==> src/rtl/ext_irq_ctrl.sv <==
// External interrupt controller, requester side of the ExtIRQ/ExtIAck handshake.
// Device lines are synchronised and edge-detected. Each rising edge sets a sticky
// pending bit. The lowest-index unmasked pending source is presented to the core,
// and no new request is raised until the handler signals ERet.
//
// Handshake: ExtIRQ acts as "valid" and ExtIAck as "ready". The request is
// transferred at the rising clock edge where ExtIRQ=1 and ExtIAck=1. ExtIRQ and
// irq_id are stable from the edge that raises ExtIRQ until that transfer. The
// request is never withdrawn. ExtIAck is ignored whenever ExtIRQ=0. ERet is only
// meaningful after a transfer (SERV state) and is ignored elsewhere.
module ext_irq_ctrl #(
  parameter int N_SRC = 4,
  parameter int ID_W  = $clog2(N_SRC)
) (
  input  logic             clk,
  input  logic             reset,
  input  logic [N_SRC-1:0] irq_in,
  input  logic [N_SRC-1:0] irq_mask,
  input  logic             ExtIAck,
  input  logic             ERet,
  output logic             ExtIRQ,
  output logic [ID_W-1:0]  irq_id,
  output logic [N_SRC-1:0] pending,
  output logic [N_SRC-1:0] overrun,
  output logic [1:0]       state_dbg
);

  typedef enum logic [1:0] {
    ST_IDLE = 2'd0,
    ST_REQ  = 2'd1,
    ST_SERV = 2'd2
  } state_t;

  state_t           state_q, state_d;
  logic [ID_W-1:0]  irq_id_q, irq_id_d;
  logic [N_SRC-1:0] s1_q, s1_d;
  logic [N_SRC-1:0] s2_q, s2_d;
  logic [N_SRC-1:0] prev_q, prev_d;
  logic [N_SRC-1:0] pending_q, pending_d;
  logic [N_SRC-1:0] overrun_q, overrun_d;

  logic [N_SRC-1:0] rise;
  logic [N_SRC-1:0] eligible;
  logic [N_SRC-1:0] clr;
  logic [ID_W-1:0]  winner;
  logic             found;
  logic             ack_accept;

  // Two-flop synchroniser per line, plus a delayed copy for rising-edge detection.
  always_comb begin
    s1_d   = irq_in;
    s2_d   = s1_q;
    prev_d = s2_q;
    rise   = s2_q & ~prev_q;
  end

  // Pick the lowest-index pending source that is not masked.
  always_comb begin
    eligible = pending_q & ~irq_mask;
    winner   = '0;
    found    = 1'b0;
    for (int i = 0; i < N_SRC; i++) begin
      if (eligible[i] && !found) begin
        winner = ID_W'(i);
        found  = 1'b1;
      end
    end
  end

  // Update pending and overrun bits.
  // A new edge arriving at the ack edge keeps the bit pending, and overrun is left untouched.
  always_comb begin
    ack_accept = (state_q == ST_REQ) && ExtIAck;
    clr        = '0;
    for (int i = 0; i < N_SRC; i++) begin
      clr[i] = ack_accept && (irq_id_q == ID_W'(i));
    end
    pending_d = (pending_q & ~clr) | rise;
    overrun_d = (overrun_q & ~(clr & ~rise)) | (rise & pending_q & ~clr);
  end

  // Request FSM: IDLE selects a winner, REQ waits for ack, SERV waits for end of handler.
  always_comb begin
    state_d  = state_q;
    irq_id_d = irq_id_q;
    case (state_q)
      ST_IDLE: begin
        if (eligible != '0) begin
          irq_id_d = winner;
          state_d  = ST_REQ;
        end
      end
      ST_REQ: begin
        if (ExtIAck) begin
          state_d = ST_SERV;
        end
      end
      ST_SERV: begin
        if (ERet) begin
          state_d = ST_IDLE;
        end
      end
      default: begin
        state_d = ST_IDLE;
      end
    endcase
  end

  // All state registers. Reset discards any request in flight.
  always_ff @(posedge clk or posedge reset) begin
    if (reset) begin
      state_q   <= ST_IDLE;
      irq_id_q  <= '0;
      s1_q      <= '0;
      s2_q      <= '0;
      prev_q    <= '0;
      pending_q <= '0;
      overrun_q <= '0;
    end else begin
      state_q   <= state_d;
      irq_id_q  <= irq_id_d;
      s1_q      <= s1_d;
      s2_q      <= s2_d;
      prev_q    <= prev_d;
      pending_q <= pending_d;
      overrun_q <= overrun_d;
    end
  end

  // ExtIRQ is decoded straight from the state register, so it is glitch-free.
  assign ExtIRQ    = (state_q == ST_REQ);
  assign irq_id    = irq_id_q;
  assign pending   = pending_q;
  assign overrun   = overrun_q;
  assign state_dbg = state_q;

endmodule
==> config.mk <==
export PLATFORM = sky130hd
export DESIGN_NAME = ext_irq_ctrl
export DESIGN_NICKNAME = d
export VERILOG_FILES = /design/src/rtl/ext_irq_ctrl.sv
export SDC_FILE = /design/constraint.sdc
export NUM_CORES = 1
export LEC_CHECK = 0
export ABC_AREA = 1
export BUFFER_PORTS_ARGS = -buffer_cell sky130_fd_sc_hd__buf_2
export CAP_MARGIN = 20
export CORE_MARGIN = 1.5
export CORE_UTILIZATION = 29
export DETAILED_ROUTE_END_ITERATION = 12
export SETUP_SLACK_MARGIN = 0.02
export SKIP_CTS_REPAIR_TIMING = 1
export SLEW_MARGIN = 20
export SYNTH_ARGS = -nofsm -noshare
export SYNTH_HDL_FRONTEND = slang
export SYNTH_SLANG_ARGS = --single-unit
==> constraint.sdc <==
create_clock -name clk -period 1.1 [get_ports clk]
set_input_delay 0.22 -clock clk [delete_from_list [all_inputs] [get_ports clk]]
set_output_delay 0.22 -clock clk [all_outputs]
set_load 0.02 [all_outputs]
==> results of run 1 <==
[cell type report]
type | instances | area share (%)
multi-input cells | 57 | 21.7
flip-flops and latches | 24 | 44.4
well taps | 44 | 4.04
clock buffers | 4 | 2.66
inverters | 17 | 4.68
repair buffers | 38 | 22.5
[sequential cells by signal, summed over array words and instances, names as in the netlist]
register   cells
overrun        4
pending        4
prev_d         4
prev_q         4
s1_q           4
irq_id         2
state_dbg      2
[cell usage in the layout, fill, tap and decap left out]
master,synthesis,routed
o21ai_1,3,4
clkbuf_4,0,3
inv_2,0,3
o211ai_1,1,1
dfrtp_2,0,4
buf_6,0,11
dlygate4sd3_1,0,5
o31ai_1,1,1
nand2_1,35,33
nand3b_1,1,1
a21oi_2,0,1
o21ai_2,0,2
clkbuf_8,0,1
nand2_2,0,2
buf_4,0,9
nor2_1,3,2
nor2_2,2,1
nor2_4,1,3
nand3_1,5,5
dfrtp_1,24,20
inv_1,17,14
buf_2,0,13
nand3_4,1,1
[logic make-up (layout without fill, tap and decap cells)]
kind of cell / after synthesis / count (layout)
AND/OR/NAND/NOR: 48 / 48
flip-flops: 24 / 24
buffers and inverters: 17 / 59
AO/OA/AOI/OAI: 9 / 9
[metrics by stage]
stage / power [mW] / instances / util [%] / hold WS [ps] / setup WS, ps
global route: 3.55 / 184 / 44.6 / 50.3 / -193
CTS: 2.83 / 171 / 37.7 / -78.2 / -235
floorplan: 2.00 / 98 / - / 235 / 50.3
global placement: 2.32 / 167 / 36.5 / 270 / 116
detailed placement: 2.36 / 167 / 36.5 / 280 / 76.9
finish: 3.33 / 184 / 44.6 / 66.9 / -136
[metal layers]
metal	GRT usage, %	up-vias
met4	1.90	0
met5	0	-
li1	-	382
met1	13.0	359
met3	4.11	0
met2	18.3	25
[final timing paths]
check | from | endpoint | slack (ps) | cells after the start
setup / recovery | state_dbg[1] | ExtIRQ | -140 | 4
hold / removal | ERet | state_dbg[1] | 70 | 2
setup reg to reg | state_dbg[1] | overrun[3] | -80 | 7
hold reg to reg | s1_q[1] | prev_d[1] | 370 | 0
max in group asynchronous | reset | irq_id[0] | 380 | 4
min in group asynchronous | reset | pending[3] | 470 | 4
[cell usage after synthesis (all sizes together)]
cell type,n
a21oi,1
dfrtp,24
inv,17
nand2,35
nand3,6
nand3b,1
nor2,6
o211ai,1
o21ai,6
o31ai,1
[where the power goes]
group          switching [mW]  leakage (nW)  total (mW)  internal (mW)
combinational           0.851         0.412        1.58          0.731
clock                   0.249        0.0210       0.452          0.202
sequential              0.197         0.261        1.29           1.10
[worst max-delay path: stages (launching register included)]
cell,delay (ps)
dfrtp_1,420
inv_2,80
nand2_2,50
inv_2,50
buf_6,100
==> flow_metrics.py, run 1 <==
metrics = {
    "finish": {
        "drive_above_1_share_pct": 38.6,
        "diodes": 0,
        "fillers": 319,
        "syn2layout_area_growth_pct": 46.4,
        "multi_input_area_um2": 295,
        "seq_area_um2": 606,
        "fin_nets": 153,
        "final_design_area_no_fill_um2": 1360,
    },
    "global_route": {
        "grt_pass1_wl_um": 2860,
        "grt_max_degree": 25,
        "grt_overflow": 0,
        "antenna_found_initial": 0,
        "gr-usage-all-layers_pct": 10.7,
        "grt_pass1_vias": 683,
    },
    "placement": {
        "portBuffers": 24,
        "placed_area_um2": 1110,
        "hpwl_um": 1300,
        "gp_congestion": 0.708,
    },
    "detailed_routing": {
        "num_vias": 766,
        "wl_per_cell_um": 9.96,
        "drc": 0,
        "wl_met3_um": 107,
        "wl_um": 1830,
        "initialDrtViolationCount": 16,
        "wl_met2_um": 924,
        "dr.max_layer_used": "met3",
        "antenna_left": 0,
        "firstDrtPassIters": 4,
        "vias_per_cell": 4.16,
        "met1Wirelength_um": 800,
    },
    "floorplanning": {
        "start_util_pct": 30.5,
        "rows": 20,
        "dieArea_um2": 3560,
        "design.core.area_um2": 3050,
        "ios": 25,
        "die-width_um": 59.7,
        "fp.dieH_um": 59.7,
    },
    "logic_synthesis": {
        "syn-cell-area_um2": 931,
        "synthTopCellsByArea": "dfrtp_1 65%, nand2_1 14%, inv_1 6.9%",
        "yosys_register_bits": 24,
        "synth_compound_area_share_pct": 5.38,
        "synth_top_family_by_area": "simple AND/OR/NAND/NOR gates",
        "post-synth-top-area-cell": "dfrtp_1",
        "synth_cells": 98,
        "ys_seq_area_share_pct": 64.5,
        "synth-xor-area-share_pct": 0,
        "synthMuxAreaShare_pct": 0,
        "syn_nets": 110,
        "synth_warnings": 0,
        "yosysTopAreaCellShare_pct": 64.5,
        "synthDistinctLibCells": 14,
        "yosys.area_share.simple_pct": 23.3,
        "synth-adder-area-share_pct": 0,
        "syn_area_per_cell_um2": 9.50,
    },
    "power": {
        "leakage_nw": 0.694,
        "irDropWorstVdd_uv": 1030,
        "powerDensity_nw_per_um2": 2440,
    },
    "clocking": {
        "cts_buffers": 3,
        "insertion_delay_ps": 310,
        "cts.clk_slew.worst_paths_ps": 130,
        "htreeDepth": 1,
        "cts_buffer_depth": 2,
        "clkSinkCount": 24,
        "cts_tree": "yes",
        "cts_root_buffer": "clkbuf_4",
    },
    "outcome": {
        "outcome": "complete, but fails checks",
        "violations": "setup timing",
    },
    "timing": {
        "setup_viol": 13,
        "slew_violations": 0,
        "tightest_slew_ps": 304,
        "max_freq_mhz": 809,
        "fin_ws_ps": -136,
        "slew_headroom_pct": 79.7,
        "skew_ps": 12.2,
        "setup_tns_ps": -564,
        "hold_viol_final": 0,
        "rsz0062_at_grt": "yes",
        "period_minus_slack_ps": 1240,
        "period_share_pct": 112,
    },
    "setup_path": {
        "cp-start-kind": "register",
        "cp.arrival_ps": 1020,
        "path_class": "register to output port",
        "cp_max_fo": 3,
        "setup.worst_path.end_class": "output port",
        "crit_required_ps": 880,
    },
    "run": {
        "cap_violations": 0,
    },
    "worst_hold_path": {
        "hp-class": "primary input to register",
    },
}
(Power assumes the default switching activity.)
==> run 2, diff against run 1 <==
- CORE_MARGIN: 1.5 -> 3
==> flow_metrics.py, run 2 (same netlist as run 1, synthesis figures left out) <==
metrics = {
    "outcome": {
        "outcome": "complete, but fails checks",
        "violations": "setup timing",
    },
    "timing": {
        "slew_violations": 0,
        "hold_viol_final": 0,
        "tightest_slew_ps": 303,
        "period_share_pct": 113,
        "skew_ps": 5.68,
        "rsz0062_at_grt": "yes",
        "fin_ws_ps": -143,
        "max_freq_mhz": 805,
        "setup_viol": 13,
        "period_minus_slack_ps": 1240,
        "slew_headroom_pct": 79.8,
    },
    "finish": {
        "syn2layout_area_growth_pct": 49.1,
        "drive_above_1_share_pct": 37.3,
        "fillers": 283,
        "final_common_cell": "nand2_1",
        "fin_nets": 155,
        "stdcell_count": 184,
        "diodes": 0,
        "final_cell_mix": "31 x nand2_1, 22 x dfrtp_1, 14 x inv_1, 13 x buf_2",
    },
    "setup_path": {
        "reg2reg_to": "overrun[3]",
        "setup.worst_path.end_class": "output port",
        "crit_required_ps": 880,
        "cp_max_fo": 3,
        "cp-start-kind": "register",
        "cp.arrival_ps": 1020,
        "timing.rr.start": "state_dbg[1]",
        "ff2ff_setup_slack_ps": -50,
        "ff2ff_path_depth": 7,
        "path_class": "register to output port",
        "crit_start": "state_dbg[1]",
    },
    "detailed_routing": {
        "drc": 0,
        "antenna_left": 0,
        "wl_um": 1850,
        "vias_per_cell": 4.17,
        "wl_per_cell_um": 10.0,
        "firstDrtPassIters": 3,
        "initialDrtViolationCount": 11,
        "num_vias": 767,
    },
    "placement": {
        "hpwl_um": 1280,
        "dp.cells": 165,
        "gp_congestion": 0.709,
        "portBuffers": 24,
    },
    "clocking": {
        "clkSinkCount": 24,
        "cts.clk_slew.worst_paths_ps": 120,
        "cts_buffer_depth": 2,
        "cts_root_buffer": "clkbuf_4",
        "insertion_delay_ps": 310,
        "cts_tree": "yes",
        "htreeDepth": 1,
        "cts_buffers": 3,
    },
    "worst_hold_path": {
        "min_to": "state_dbg[1]",
        "hp-class": "primary input to register",
        "hold_path.startpoint": "ERet",
        "whs_path_depth": 2,
    },
    "global_route": {
        "grt_max_degree": 25,
        "gr-usage-all-layers_pct": 9.52,
        "grt_pass1_vias": 676,
        "grt_overflow": 0,
        "antenna_found_initial": 0,
        "grt_pass1_wl_um": 3030,
    },
    "power": {
        "p_sw_share_pct": 37.2,
        "comb_power_share_pct": 45.7,
        "p_seq_share_pct": 36.7,
        "total_power_mw": 3.55,
        "power_frac_clock_pct": 17.6,
        "p_int_mw": 2.23,
        "powerDensity_nw_per_um2": 2560,
        "leakage_nw": 0.710,
        "irDropWorstVdd_uv": 1500,
        "power.switching_mw": 1.32,
    },
    "floorplanning": {
        "fp.dieH_um": 62.7,
        "die-width_um": 62.7,
        "rows": 19,
        "design.core.area_um2": 2900,
        "ios": 25,
        "dieArea_um2": 3930,
        "start_util_pct": 32.1,
    },
    "run": {
        "cap_violations": 0,
    },
}
==> run 2: cell count changes in the layout (fill, tap and decap cells not counted), sizes merged <==
cell / change
buf: +2
bufinv: +1
clkbuf: -1
==> run 2: power by group through the flow <==
stage	logic, mW	registers (mW)	clock network (mW)
2_1_floorplan	0.514	1.48	0
5_1_grt	1.78	1.33	0.683
6_report	1.62	1.30	0.627
4_1_cts	1.07	1.27	0.652
3_5_place_dp	1.06	1.29	0
3_3_place_gp	1.04	1.28	0
==> run 2: layout make-up <==
cell class / count / area [um2] / share of cell area (%)
Clock buffer: 3 / 22.5 / 1.62
Timing Repair Buffer: 40 / 322 / 23.2
Clock inverter: 1 / 30.0 / 2.16
Multi-Input combinational cell: 57 / 294 / 21.2
Sequential cell: 24 / 603 / 43.5
Tap cell: 42 / 52.6 / 3.79
Inverter: 17 / 63.8 / 4.60
==> run 2: worst max-delay path by stage <==
stage,endpoint
after floorplan,overrun[0]
after global placement,overrun[0]
after detailed placement,overrun[0]
after CTS,ExtIRQ
after global routing,ExtIRQ
final,ExtIRQ
==> run 2: layer usage <==
layer | vias up | global-route usage, % | share of wire (%)
met2 | 23 | 13.4 | 45
met1 | 355 | 13.5 | 49
met5 | - | 0 | 0
met4 | 0 | 1.65 | 0.43
li1 | 387 | - | -
met3 | 2 | 4.32 | 5.7
==> run 2: worst max-delay path, cell delays in order (launching register included) <==
cell     delay [ps]
dfrtp_1         420
inv_2            80
nand2_2          60
inv_2            50
buf_6           100
==> run 2: stage by stage <==
stage	hold WS, ps	setup WS, ps	instance area (um2)	TNS [ps]	utilization, %
final	76.3	-143	1390	-489	47.8
after global routing	77.6	-210	1390	-1500	47.8
after CTS	-83.3	-245	1160	-833	40.1
after detailed placement	278	91.5	1110	0	38.3
after global placement	271	115	1110	0	38.3
after floorplan	235	50.3	931	0	-
